==> src/rtl/regfile_pkg.sv <==
// Shared constants and types for the register file with write-pending scoreboard.
package regfile_pkg;

  localparam int XLEN_DEF = 32;
  localparam int NREG_DEF = 32;
  localparam int AW_DEF   = $clog2(NREG_DEF);
  localparam int ZERO_REG = 0;

  typedef logic [AW_DEF-1:0] reg_addr_t;

endpackage

==> src/rtl/regfile_scoreboard.sv <==
// Busy-vector scoreboard: tracks registers with an in-flight writer, gates issue
// on WAW hazards and keeps a registered count of pending registers.
module regfile_scoreboard
  import regfile_pkg::*;
#(
  parameter  int NREG = NREG_DEF,
  localparam int AW   = $clog2(NREG)
) (
  input  logic            clock,
  input  logic            reset_n,
  input  logic            iss_en,
  input  logic [AW-1:0]   iss_rd,
  input  logic            wb_en,
  input  logic [AW-1:0]   wb_addr,
  output logic [NREG-1:0] busy,
  output logic            iss_ready,
  output logic [AW:0]     pending_cnt
);

  logic [NREG-1:0] r_busy;
  logic [NREG-1:0] w_busy_next;
  logic [AW:0]     r_cnt;
  logic [AW:0]     w_cnt_next;
  logic            w_iss_nz;
  logic            w_wb_nz;
  logic            w_set;
  logic            w_clr;
  logic            w_dec;

  assign w_iss_nz  = (iss_rd != AW'(ZERO_REG));
  assign w_wb_nz   = (wb_addr != AW'(ZERO_REG));
  // A pending destination may be re-issued only when its writeback retires this cycle.
  assign iss_ready = !(iss_en && w_iss_nz && r_busy[iss_rd]) || (wb_en && (wb_addr == iss_rd));
  assign w_set     = iss_en && iss_ready && w_iss_nz;
  assign w_clr     = wb_en && w_wb_nz;
  assign w_dec     = w_clr && r_busy[wb_addr];

  // Set has priority over clear so a same-register issue/writeback leaves the bit busy.
  for (genvar gi = 0; gi < NREG; gi++) begin : g_busy
    assign w_busy_next[gi] = (w_set && (iss_rd == AW'(gi))) ||
                             (r_busy[gi] && !(w_clr && (wb_addr == AW'(gi))));
  end

  assign w_cnt_next = r_cnt + {{AW{1'b0}}, w_set} - {{AW{1'b0}}, w_dec};

  always_ff @(posedge clock or negedge reset_n) begin
    if (!reset_n) begin
      r_busy <= '0;
      r_cnt  <= '0;
    end else begin
      r_busy <= w_busy_next;
      r_cnt  <= w_cnt_next;
    end
  end

  assign busy        = r_busy;
  assign pending_cnt = r_cnt;

endmodule

==> src/rtl/register_file_sb.sv <==
// Two-read/one-write register file with integrated write-pending scoreboard.
// Optional same-cycle writeback-to-read bypass enabled by REGFILE_BYPASS_EN.
module register_file_sb
  import regfile_pkg::*;
#(
  parameter  int XLEN = XLEN_DEF,
  parameter  int NREG = NREG_DEF,
  localparam int AW   = $clog2(NREG)
) (
  input  logic            clock,
  input  logic            reset_n,
  input  logic [AW-1:0]   rs1_addr,
  input  logic [AW-1:0]   rs2_addr,
  output logic [XLEN-1:0] rs1_data,
  output logic [XLEN-1:0] rs2_data,
  output logic            rs1_busy,
  output logic            rs2_busy,
  input  logic            iss_en,
  input  logic [AW-1:0]   iss_rd,
  output logic            iss_ready,
  input  logic            wb_en,
  input  logic [AW-1:0]   wb_addr,
  input  logic [XLEN-1:0] wb_data,
  output logic [AW:0]     pending_cnt
);

  logic [XLEN-1:0] r_mem [NREG];
  logic [NREG-1:0] w_busy;
  logic [AW-1:0]   w_raddr [2];
  logic [XLEN-1:0] w_rdata [2];
  logic            w_rbusy [2];
  logic            w_wb_we;

  regfile_scoreboard #(
    .NREG (NREG)
  ) u_scoreboard (
    .clock       (clock),
    .reset_n     (reset_n),
    .iss_en      (iss_en),
    .iss_rd      (iss_rd),
    .wb_en       (wb_en),
    .wb_addr     (wb_addr),
    .busy        (w_busy),
    .iss_ready   (iss_ready),
    .pending_cnt (pending_cnt)
  );

  assign w_wb_we = wb_en && (wb_addr != AW'(ZERO_REG));

  // Entry 0 is never written, so it holds its reset value of zero.
  always_ff @(posedge clock or negedge reset_n) begin
    if (!reset_n) begin
      for (int i = 0; i < NREG; i++) r_mem[i] <= '0;
    end else if (w_wb_we) begin
      r_mem[wb_addr] <= wb_data;
    end
  end

  assign w_raddr[0] = rs1_addr;
  assign w_raddr[1] = rs2_addr;

  for (genvar gi = 0; gi < 2; gi++) begin : g_rd
    logic w_nz;
    logic w_byp;
    assign w_nz = (w_raddr[gi] != AW'(ZERO_REG));
`ifdef REGFILE_BYPASS_EN
    assign w_byp = w_wb_we && (wb_addr == w_raddr[gi]);
`else
    assign w_byp = 1'b0;
`endif
    assign w_rdata[gi] = !w_nz ? '0 : (w_byp ? wb_data : r_mem[w_raddr[gi]]);
    assign w_rbusy[gi] = w_nz && !w_byp && w_busy[w_raddr[gi]];
  end

  assign rs1_data = w_rdata[0];
  assign rs2_data = w_rdata[1];
  assign rs1_busy = w_rbusy[0];
  assign rs2_busy = w_rbusy[1];

endmodule

==> config.mk <==
export PLATFORM = sky130hd
export DESIGN_NAME = register_file_sb
export DESIGN_NICKNAME = d
export VERILOG_FILES = /design/src/rtl/regfile_pkg.sv /design/src/rtl/regfile_scoreboard.sv /design/src/rtl/register_file_sb.sv
export SDC_FILE = /design/constraint.sdc
export NUM_CORES = 2
export LEC_CHECK = 0
export CAP_MARGIN = 5
export CORE_UTILIZATION = 57
export CTS_CLUSTER_SIZE = 30
export DETAILED_ROUTE_END_ITERATION = 8
export PLACE_DENSITY = 0.85
export SYNTH_ARGS = -nofsm -noshare
export SYNTH_HDL_FRONTEND = slang
export SYNTH_HIERARCHICAL = 1
export SYNTH_SLANG_ARGS = --single-unit
==> constraint.sdc <==
create_clock -name clock -period 2.6 [get_ports clock]
set_input_delay 0.52 -clock clock [delete_from_list [all_inputs] [get_ports clock]]
set_output_delay 0.52 -clock clock [all_outputs]
set_load 0.01 [all_outputs]
Word level (Yosys, flattened, before mapping)
Index checks and enable logic that the tools add are counted.
{"block": "word_totals", "reg_bits": 1062}
{"block": "op_classes", "bitwise": 3, "eq_ne": 63, "muxes": 19, "n_addsub": 2, "n_reduce_logical": 178, "magnitude_cmp": 8}
{"cell": "1024-bit bitwise mux", "count": 1}
{"cell": "32-bit binary-select mux with 5-bit select", "count": 2}
{"cell": "32-bit two-way mux", "count": 7}
{"cell": "32-bit demux with 5-bit select", "count": 1}
{"cell": "5-bit equality test (second input constant)", "count": 32}
{"cell": "1-bit logical AND", "count": 106}
{"cell": "5-bit by 4-bit equality test with 1-bit output (second input constant)", "count": 16}
{"cell": "5-bit by 3-bit equality test with 1-bit output (second input constant)", "count": 8}
{"cell": "1-bit zero test", "count": 33}
{"cell": "1-bit logical OR", "count": 33}
{"cell": "5-bit by 6-bit less-than comparator with 1-bit output (second input constant)", "count": 4}
{"cell": "1-bit binary-select mux with 5-bit select", "count": 4}
{"cell": "5-bit by 2-bit equality test with 1-bit output (second input constant)", "count": 4}
{"cell": "5-bit nonzero test", "count": 4}
{"cell": "6-bit greater-or-equal comparator (second input constant)", "count": 3}
{"cell": "5-bit NOT with 6-bit output", "count": 3}
{"cell": "5-bit by 1-bit equality test with 1-bit output (second input constant)", "count": 2}
{"cell": "5-bit zero test", "count": 2}
{"cell": "6-bit by 1-bit adder with 6-bit output", "count": 1}
{"cell": "6-bit by 1-bit less-than comparator with 1-bit output (second input constant)", "count": 1}
{"cell": "6-bit by 1-bit subtractor with 6-bit output", "count": 1}
{"cell": "5-bit equality test", "count": 1}
{"cell": "1-bit two-way mux", "count": 4}

Longest topological paths before layout
{"block": "logic_depth", "ltp_word": 9, "depth_mapped": 15, "mapped_depth_nobuf": 13}

Modules after synthesis
The synthesis kept the hierarchy.
{"mod": "register_file_sb", "cells_each": 3553, "area_per_inst_um2": 54586.1, "n_inst": 1}
{"mod": "regfile_scoreboard", "cells_each": 244, "area_per_inst_um2": 2541.2, "n_inst": 1}

Worst setup path after synthesis
No wires, ideal clock.
{"block": "synth_timing", "path_type": "input -> register", "start": "input wb_addr[0]", "end": "register u_scoreboard.r_cnt[4], in the netlist u_scoreboard/pending_cnt[4]", "n_path_buf": 2, "path_slack_ns": -0.855, "arrival_ns": 3.375, "cell_stages": 13, "t_required_ns": 2.520, "cell_sequence": "buf_2 > buf_2 > mux4_2 > mux4_2 > o211a_1 > ha_1 > inv_1 > ha_1 > fa_1 > a21oi_1 > nor2_1 > nor2_1 > xnor2_1"}
{"block": "synth_between", "elab_chain_cells": 7, "word_cells_on_any_way": 12, "cone_classes": "add/sub: 2; eq/ne: 1; mux: 2; reduce/logical: 7"}
{"item": "start, declared", "line_no": "register_file_sb.sv:22", "text": "input logic [AW-1:0] wb_addr,"}
{"item": "5-bit equality test", "line_no": "regfile_scoreboard.sv:33", "text": "assign iss_ready = !(iss_en && w_iss_nz && r_busy[iss_rd]) || (wb_en && (wb_addr == iss_rd));"}
{"item": "1-bit logical AND", "line_no": "regfile_scoreboard.sv:33"}
{"item": "1-bit logical OR", "line_no": "regfile_scoreboard.sv:33"}
{"item": "1-bit logical AND (2 in series)", "line_no": "regfile_scoreboard.sv:34", "text": "assign w_set = iss_en && iss_ready && w_iss_nz;"}
{"item": "6-bit by 1-bit adder with 6-bit output", "line_no": "regfile_scoreboard.sv:44", "text": "assign w_cnt_next = r_cnt + {{AW{1'b0}}, w_set} - {{AW{1'b0}}, w_dec};"}
{"item": "6-bit by 1-bit subtractor with 6-bit output (*)", "line_no": "regfile_scoreboard.sv:44"}
{"item": "named net u_scoreboard.w_cnt_next[4]", "line_no": "regfile_scoreboard.sv:23", "text": "logic [AW:0] w_cnt_next;"}
{"item": "end signal, assigned", "line_no": "regfile_scoreboard.sv:52", "text": "r_cnt <= w_cnt_next;"}
{"item": "end, declared", "line_no": "regfile_scoreboard.sv:22", "text": "logic [AW:0] r_cnt;"}
Mark *: on every way through the listed nets, which the timed path passes. The rest lies on a longest branch. The select of a mux whose other input is x is not followed.
A chain may end at the register's enable or synchronous reset.

Worst setup path in the final report
{"block": "layout_timing", "start": "register r_mem[775] (netlist bit)", "end": "output rs2_data[7]"}
{"block": "layout_between", "elab_chain_cells": 4}
{"item": "start, declared", "line_no": "register_file_sb.sv:27", "text": "logic [XLEN-1:0] r_mem [NREG];"}
{"item": "start signal, assigned by index", "line_no": "register_file_sb.sv:55", "text": "r_mem[wb_addr] <= wb_data;"}
{"item": "32-bit binary-select mux with 5-bit select", "line_no": "register_file_sb.sv:71", "text": "assign w_rdata[gi] = !w_nz ? '0 : (w_byp ? wb_data : r_mem[w_raddr[gi]]);"}
{"item": "32-bit two-way mux (implied by the code) (2 in series)", "line_no": "register_file_sb.sv:71"}
{"item": "32-bit two-way mux", "line_no": "register_file_sb.sv:71"}
{"item": "end, declared", "line_no": "register_file_sb.sv:15", "text": "output logic [XLEN-1:0] rs2_data,"}
No other way between the ends. The select of a mux whose other input is x is not followed.

==> out/summary.txt <==
CTS clk-pin slew, worst paths - 0.07 ns
row cnt - 115
Post-Route WL - 253000 um
routability cong. - 0.967
startpoint types - flip-flop
Power Density - 766 mW/mm2
cell depth of the worst flop-to-flop path - 15
Ys Warns - 6
total power - 57.2 mW
setup tns final - -38.65 ns
buffer depth of the longest clock path - 3
Port Buf Inserts - 128
ranking of synthesized cells by area - dfrtp_1 47%, mux2_2 20%, mux4_2 19%
Die Span Y - 319 um
CTS Sinks - 1062
fraction of layout cells with a size suffix above 1 - 65.5%
final period utilization - 131%
failing checks - design-rule violations, negative setup slack
Max-slew headroom - 31.9%
Post-DP HPWL - 128000 um
WS Path Type - reg2out
drt pass-1 iters - 9
Skew-Pair Late Insertion Delay - 0.74 ns
Core ar. - 0.0989 mm2
Worst Path Arrival - 2.88 ns
Cells after Synth - 3797
Worst Setup Slack, final - -0.799 ns
ys flop type - dfrtp_1
mapped cell area - 0.0571 mm2
DR WL/cell - 42.0 um
overall routing resource usage - 45.7%
max-cap viol count - 0
# setup viols final - 72
area delta synth->final - 30.7%
Pleak - 32.9 nW
crit path max fanout - 2
Post-synth EDFFs - 0
Place WS - -1.49 ns
Distinct cells, synth - 60
Initial Util - 57.8%
CTS buffer count - 110
Critical Path Sink Type - output port
most frequent cells in the layout - 1057 x dfrtp_1, 1005 x mux2_2, 797 x buf_4
DRC errors left - 1
Detail Route Antenna Nets - 0
average instance area after synthesis - 15.0 um2
unrepaired setup endpoints after global routing - true
I/O pin total - 129
post-synthesis sequential area ratio - 46.5%
hold crit path type - in2async
Hold Vio Cnt, Final - 0
worst reg2reg setup slack - -0.51 ns
measured slew at the worst slew-check pin - 1.02 ns
Seq cells post-synth - 1062
max-slew violations - 0
WP data required - 2.08 ns
non-filler cells, final - 6031
die width - 319 um
initial antenna violation count - 13
crit path time final - 3.40 ns
r2r endpoint - u_scoreboard/pending_cnt[4]
first-pass GRT wire length - 338000 um
worst vdd ir - 0.659 mV
post-synth top area share - 46.5%
die area - 0.101 mm2
root buf cell - clkbuf_16
fmax - 0.294 GHz
TritonCTS clock tree - built
vias in the first global route - 49700
status - complete, but fails checks
Initial DRC Count - 8526
fin util - 75.5%
most common cell after layout, fill and taps aside - dfrtp_1
routed vias - 48700
FFs w/ async S/R, synth - 100%
Mapped Nets - 3860
H-tree Lvls - 3
Inst Count DP - 5652
leading area contributor after synthesis - dfrtp_1
global route overflow - 0
reg2reg start - u_scoreboard/busy[21]
Final #Nets - 4705
Vias/cell - 8.07
largest net degree at the start of global routing - 87
clock skew - 0.0117 ns
==> flip-flops by register name, summed over array words and instances (netlist names) <==
register                  count
u_scoreboard/pending_cnt      6
r_mem                      1024
u_scoreboard/busy            32
==> metal layers <==
layer	GRT usage, %	share of wire (%)
met5	0	0.15
met4	37.9	12
met3	19.0	17
met2	66.0	41
met1	53.2	30
==> per-stage QoR <==
stage          instance area, um2  hold WS, ns
2_1_floorplan               58400        0.224
3_3_place_gp                67600        0.377
3_5_place_dp                67600        0.386
4_1_cts                     73900        0.354
5_1_grt                     74700        0.382
6_report                    74700        0.366
==> Yosys cell counts (28+ instances only) <==
master	instances
mux4_2	491
o22ai_1	108
dfrtp_1	1062
nor3_1	64
a22o_1	56
a2111oi_1	43
o21ai_0	38
buf_1	72
nor2_1	28
nand2_1	39
clkbuf_1	220
mux2_2	1012
mux2i_1	167
buf_2	91
==> where the power goes <==
part           switching (mW)  internal [mW]  leakage (nW)  total (mW)
clock network            7.41           9.78          1.86        17.2
logic                    7.69           9.33          17.5        17.0
registers                3.26           19.7          13.6        23.0
total                    18.4           38.8          32.9        57.2
==> critical path, cell delays in order (launching register included) <==
cell	delay, ns
dfrtp_1	0.43
buf_4	0.15
mux2i_1	0.09
a22oi_1	0.38
a21oi_1	0.21
nor3_4	0.59
buf_2	0.27
==> layout make-up <==
class                   count  area [um2]
multi-input cells        2285       31100
inverters                  10        38.8
flip-flops and latches   1062       26600
diodes                      8        20.0
clock buffers             175        3380
clock inverters            31         437
well taps                1287        1610
fillers                  4707       24200
repair buffers           1173       11500
==> repair_timing <==
| action | 4_1_cts | 5_1_grt |
|---|---|---|
| pin swaps | 167 | 68 |
| endpoints found under the setup margin | 72 | 87 |
| setup buffers | 166 | 40 |
| hold buffers | 1 | 0 |
| gates resized for setup | 545 | 95 |
| gates cloned | 6 | 1 |
| endpoints found under the hold margin | 22 | 0 |
==> cell families after synthesis <==
group	after synthesis	synth area share, %
buf+inv	450	3.77
fa+ha+maj	7	0.166
compound gates	352	4.60
mux	1691	42.7
simple gates	225	2.09
xor+xnor	10	0.153
flops	1062	46.5
==> how the worst max path moves through the flow <==
stage | to | cells after the start | slack (ns) | startpoint
after floorplan | u_scoreboard/pending_cnt[4] | 13 | -0.59 | wb_addr[0]
after global placement | rs1_data[9] | 9 | -1.42 | rs1_addr[3]
after detailed placement | rs1_data[13] | 8 | -1.49 | rs1_addr[3]
after CTS | rs2_data[23] | 6 | -0.58 | r_mem[23]
after global routing | rs2_data[7] | 5 | -0.81 | r_mem[263]
final | rs2_data[7] | 6 | -0.80 | r_mem[775]
Power figures use the tool's default switching activity.
